## config.mk

```make
export PLATFORM = sky130hd
export DESIGN_NAME = rd_port_rr_arbiter
export DESIGN_NICKNAME = d
export VERILOG_FILES = /design/src/rtl/rd_port_rr_arbiter.sv
export SDC_FILE = /design/constraint.sdc
export NUM_CORES = 1
export LEC_CHECK = 0
export BUFFER_PORTS_ARGS = -buffer_cell sky130_fd_sc_hd__buf_2
export CAP_MARGIN = 20
export CORE_UTILIZATION = 60
export CTS_BUF_LIST = sky130_fd_sc_hd__clkbuf_16
export CTS_CLUSTER_SIZE = 30
export DETAILED_ROUTE_END_ITERATION = 12
export PLACE_DENSITY = 0.83
export SLEW_MARGIN = 20
export SYNTH_ARGS = -nofsm -noshare
export SYNTH_HDL_FRONTEND = slang
export SYNTH_SLANG_ARGS = --single-unit
```

## constraint.sdc

```tcl
create_clock -name clk -period 4 [get_ports clk]
set_clock_uncertainty 0.15 [all_clocks]
set_input_delay 0.8 -clock clk [delete_from_list [all_inputs] [get_ports clk]]
set_output_delay 0.8 -clock clk [all_outputs]
set_load 0.02 [all_outputs]
```

## src/rtl/rd_port_rr_arbiter.sv

```systemverilog
// rd_port_rr_arbiter: round-robin sharing of one go/ds read engine between NREQ requesters
`timescale 1ns/1ps
module rd_port_rr_arbiter #(
   parameter int NREQ      = 4,
   parameter int TO_CYCLES = 16
) (
   input  logic            clk,
   input  logic            rst_n,
   input  logic [NREQ-1:0] req_i,
   output logic [NREQ-1:0] gnt_o,
   output logic [NREQ-1:0] done_o,
   output logic [NREQ-1:0] err_o,
   output logic            go_o,
   input  logic            ds_i,
   output logic            busy_o
);
   localparam int PW = $clog2(NREQ);
   localparam int WW = (TO_CYCLES > 0) ? $clog2(TO_CYCLES + 1) : 1;
   localparam logic [WW-1:0] WD_LAST = (TO_CYCLES > 0) ? WW'(TO_CYCLES - 1) : '0;
   localparam logic [PW-1:0] PTR_MAX = PW'(NREQ - 1);
   typedef enum logic [2:0] {S_IDLE, S_GRANT, S_WAIT, S_REL, S_ABORT} state_t;
   state_t          state_q;
   logic [PW-1:0]   owner_q;
   logic [PW-1:0]   rr_ptr_q;
   logic [WW-1:0]   wd_cnt_q;
   logic [NREQ-1:0] gnt_q;
   logic [NREQ-1:0] done_q;
   logic [NREQ-1:0] err_q;
   logic            go_q;
   logic            busy_q;
   logic [PW-1:0]   sel_d;
   logic            hit_d;
   logic [PW-1:0]   nxt_ptr_d;
   function automatic logic [PW-1:0] wrap_add(logic [PW-1:0] a, int k);
      int s;
      s = int'(a) + k;
      return PW'((s >= NREQ) ? s - NREQ : s);
   endfunction
   function automatic logic [NREQ-1:0] onehot(logic [PW-1:0] i);
      return NREQ'(1) << i;
   endfunction
   // first requester at or above the round-robin pointer, wrapping past NREQ-1
   always_comb begin
      sel_d = rr_ptr_q;
      hit_d = 1'b0;
      for (int k = 0; k < NREQ; k++) begin
         if (!hit_d && req_i[wrap_add(rr_ptr_q, k)]) begin
            hit_d = 1'b1;
            sel_d = wrap_add(rr_ptr_q, k);
         end
      end
      nxt_ptr_d = (owner_q == PTR_MAX) ? '0 : owner_q + 1'b1;
   end
   // transaction sequencer with registered grant/go/done/err/busy
   always_ff @(posedge clk or negedge rst_n) begin
      if (!rst_n) begin
         state_q  <= S_IDLE;
         owner_q  <= '0;
         rr_ptr_q <= '0;
         wd_cnt_q <= '0;
         gnt_q    <= '0;
         done_q   <= '0;
         err_q    <= '0;
         go_q     <= 1'b0;
         busy_q   <= 1'b0;
      end else begin
         case (state_q)
            S_IDLE: begin
               if (hit_d) begin
                  state_q  <= S_GRANT;
                  owner_q  <= sel_d;
                  gnt_q    <= onehot(sel_d);
                  go_q     <= 1'b1;
                  busy_q   <= 1'b1;
                  wd_cnt_q <= '0;
               end
            end
            S_GRANT: begin
               state_q  <= S_WAIT;
               go_q     <= 1'b0;
               wd_cnt_q <= '0;
            end
            S_WAIT: begin
               if (ds_i) begin
                  state_q  <= S_REL;
                  gnt_q    <= '0;
                  done_q   <= onehot(owner_q);
                  rr_ptr_q <= nxt_ptr_d;
               end else if (TO_CYCLES != 0 && wd_cnt_q == WD_LAST) begin
                  state_q  <= S_ABORT;
                  gnt_q    <= '0;
                  err_q    <= onehot(owner_q);
                  rr_ptr_q <= nxt_ptr_d;
               end else begin
                  wd_cnt_q <= wd_cnt_q + 1'b1;
               end
            end
            S_REL, S_ABORT: begin
               state_q <= S_IDLE;
               done_q  <= '0;
               err_q   <= '0;
               busy_q  <= 1'b0;
            end
            default: begin
               state_q <= S_IDLE;
               gnt_q   <= '0;
               done_q  <= '0;
               err_q   <= '0;
               go_q    <= 1'b0;
               busy_q  <= 1'b0;
            end
         endcase
      end
   end
   assign gnt_o  = gnt_q;
   assign done_o = done_q;
   assign err_o  = err_q;
   assign go_o   = go_q;
   assign busy_o = busy_q;
endmodule

```

==> implementation parameters <==
Parameter                              Value

Status
  Result of the run    completed

Worst setup path
  Critical Path Source Type    flop
  Worst-case reg-to-reg path depth    7
  R2r startpoint    wd_cnt_q[0]
  Crit-path max cell delay    0.41 ns
  Data arrival time of the critical path    2.37 ns
  CP Depth    7
  CP max FO    7
  Req. time, crit path    4.03 ns
  Kind of end point of the critical path    flop
  CP cell instances    ha_1 -> and3_1 -> ha_1 -> o31ai_2 -> o311ai_4 -> or3_1 -> a21oi_1
  Endpoint of the lowest-slack register-to-register path    wd_cnt_q[3]
  Category of the most critical setup path    reg -> reg
  Delay-heaviest family, CP    compound AO/OA/AOI/OAI gates
  Buffering stage count on the worst path with inverters included    0
  Worst setup slack for register-to-register paths    1.66 ns
  Critical path's most frequent cell    sky130_fd_sc_hd__ha_1
  Cell with the largest stage delay on the worst path    sky130_fd_sc_hd__dfrtp_1

CTS
  Clock tree from TritonCTS    built
  Count of H-tree levels built during CTS    1
  Clock transition at the registers of the reported paths    0.06 ns
  Number of buffers added for setup after CTS    0
  Maximum number of buffers from clock root to sink    2
  Clock tree root buffer cell    sky130_fd_sc_hd__clkbuf_16
  Number of instances resized during post-cts repair    0
  Clock latency of the later-clocked register in the worst-skew pair    0.26 ns
  Hold-fix buffers at CTS    0
  Total CTS buffers    3
  Total clock sinks    26

Synthesis
  Top flip-flop cell by instance count after synthesis    sky130_fd_sc_hd__dfrtp_1
  Number of different library cells in the post-synthesis netlist    41
  Leading cell type by number of instances after synthesis    sky130_fd_sc_hd__dfrtp_1
  Post-Syn Area per Cell    10.21 sq um
  Synthesized Nets    150
  Sequential share of the synthesized area    46.51%
  Number of warnings issued by yosys    0
  Ranking of synthesized cells by area    sky130_fd_sc_hd__dfrtp_1 47%, sky130_fd_sc_hd__ha_1 5.4%, sky130_fd_sc_hd__nor2_1 3.0%
  Top cell types by occurrence after synthesis    26 x sky130_fd_sc_hd__dfrtp_1, 11 x sky130_fd_sc_hd__nor2_1, 9 x sky130_fd_sc_hd__inv_1, 9 x sky130_fd_sc_hd__nand2_1
  Post-synth ARST share    100.0%
  Seq cells post-synth    26
  Number of flops mapped to enable cells by yosys    0
  Cell Area, Synth    1399 sq um
  Gate count after technology mapping    137
  Area share of the largest cell type after synthesis    46.51%
  Largest area contributor in the synthesized netlist    sky130_fd_sc_hd__dfrtp_1

STA
  Fraction of the cycle the final worst path needs    58.41%
  Final Hold Fails    0
  Headroom to the max-slew limit    57.97%
  Setup total negative slack    0 ns
  Highest clock frequency the design can meet    428.0 MHz
  Number of pins with negative max-slew slack in the final report    0
  Final setup violation count    0
  RSZ-0062 raised after global routing    no
  Time the worst path needs with I/O delays and setup    2.336 ns
  Slew @ Worst Pin    0.6250 ns

Power
  Total power density per cell area    753.8 nW/um^2
  P_leak    0.7387 nW
  Largest vdd supply drop    0.5536 mV

Global routing
  Global router's overall resource usage    24.25%
  Overflow after GRT    0
  Antenna violations before repair    0
  Via count of the first global-routing pass    1,017
  Pin count of the biggest net entering global routing    27
  First-pass GRT wire length    4.540 mm

Die
  Number of standard-cell rows in the floorplan    17
  Die width    50.29 microns
  Num ports    21
  Core footprint    2212 sq um
  Vertical die dimension    50.29 microns
  Initial cell density of the core    63.24%
  Overall die area    2529 sq um

Min path
  Class of the tightest hold or removal check    reg -> reg
  HP Start    gnt_o[1]
  Hold path cells    1
  Worst hold path endpoint    gnt_o[1]

Job
  # Max-Cap Violations    0

Detailed routing
  DRC marker count from the first detailed-route iteration    28
  Remaining DRCs    0
  Vias    1,090
  Average detailed-routed wire length per instance    14.83 microns
  Number of antenna-violating nets in the routed design    0
  Total Wirelength    2.729 mm
  TritonRoute pass-1 iters    4
  Mean number of vias per cell    5.924

Placement
  Count of input and output buffers    20
  HPWL after detailed placement    1.917 mm
  RePlAce Congestion    0.7546
  Area of placed instances    1513 sq um

Layout
  Multi-input combinational cell area    693.2 sq um
  Flip-flop and latch area    650.6 sq um
  Post-route design area    1592 sq um
  Number of fillers in the final layout    168
  Area Growth Syn to Fin    13.77%
  Share of cells above drive strength 1    19.23%
  Post-layout nets    170
  Diode count    0
-- cell type report --
cell class / instances / share of cell area (%)
Inverter: 9 / 2.123
Clock buffer: 3 / 4.717
Clock inverter: 1 / 0.2358
Multi-Input combinational cell: 97 / 43.55
Timing Repair Buffer: 20 / 6.289
Sequential cell: 26 / 40.88
Tap cell: 28 / 2.201
-- metal layers --
metal	vias to the layer above	global-route usage (%)	share of wire, %
li1	534	-	-
met1	521	29.64	44
met2	30	40.89	50
met3	5	5.152	4.3
met4	0	10.48	1.5
met5	-	0	0
-- metrics by stage --
step                      hold slack [ns]  std cells  util, %  worst slack (ns)   power, W
after floorplan                    0.3056        137        -             1.859  0.0008364
after global placement             0.3195        180    68.38             1.675  0.0009555
after detailed placement           0.3193        180    68.38             1.626  0.0009760
after CTS                          0.3383        184    71.95             1.672   0.001205
after global routing               0.3543        184    71.95             1.571   0.001282
final                              0.3353        184    71.95             1.664   0.001200
-- worst max-delay path by stage --
stage | startpoint | endpoint | slack (ns)
after detailed placement | req_i[2] | wd_cnt_q[3] | 1.63
after global routing | wd_cnt_q[0] | wd_cnt_q[3] | 1.57
final | wd_cnt_q[0] | wd_cnt_q[3] | 1.66
after floorplan | req_i[2] | wd_cnt_q[3] | 1.86
after global placement | req_i[2] | wd_cnt_q[3] | 1.67
after CTS | wd_cnt_q[0] | wd_cnt_q[3] | 1.67
-- logic make-up (layout without fill, tap and decap cells) --
family                     Yosys count  after routing  share of synthesized area, %
buffers and inverters               14             33                         3.935
adders and majority gates            6              6                         5.367
DFF                                 26             26                         46.51
AOI/OAI and AO/OA                   38             38                         20.66
and+or+nand+nor                     47             47                         19.05
muxes                                6              6                         4.472
-- placed cells by master, fill, tap and decap left out, drive strengths merged, types with 3 or more instances in the layout --
| cell type | count |
|---|---|
| clkbuf | 3 |
| nand2b | 3 |
| nand2 | 9 |
| o21ai | 10 |
| nor2b | 6 |
| a32o | 3 |
| ha | 6 |
| mux2i | 4 |
| nor2 | 11 |
| a22oi | 3 |
| a21oi | 6 |
| buf | 20 |
| nor3 | 3 |
| o31ai | 4 |
| dfrtp | 26 |
| inv | 9 |
-- where the power goes --
| part | internal (W) | switching, W | total (W) |
|---|---|---|---|
| clock network | 0.000134 | 0.0000892 | 0.000223 |
| registers | 0.000360 | 0.000112 | 0.000472 |
| logic | 0.000213 | 0.000292 | 0.000505 |
| total | 0.000707 | 0.000493 | 0.00120 |
-- sequential cells by signal, summed over array words and instances, names as in the netlist --
register  count
wd_cnt_q      5
done_o        4
gnt_o         4
state_q       3
err_o         4
busy_o        1
rr_ptr_q      2
owner_q       2
go_o          1
-- worst register-to-register path: cells and delay by family, from the launching register on --
family                   cells  cell delay (ns)
AO/OA/AOI/OAI                3             0.62
flip-flops                   1             0.41
AND/OR/NAND/NOR              2             0.58
adder cells (fa/ha/maj)      2             0.49
No activity file was read; power rests on OpenSTA's default activity.
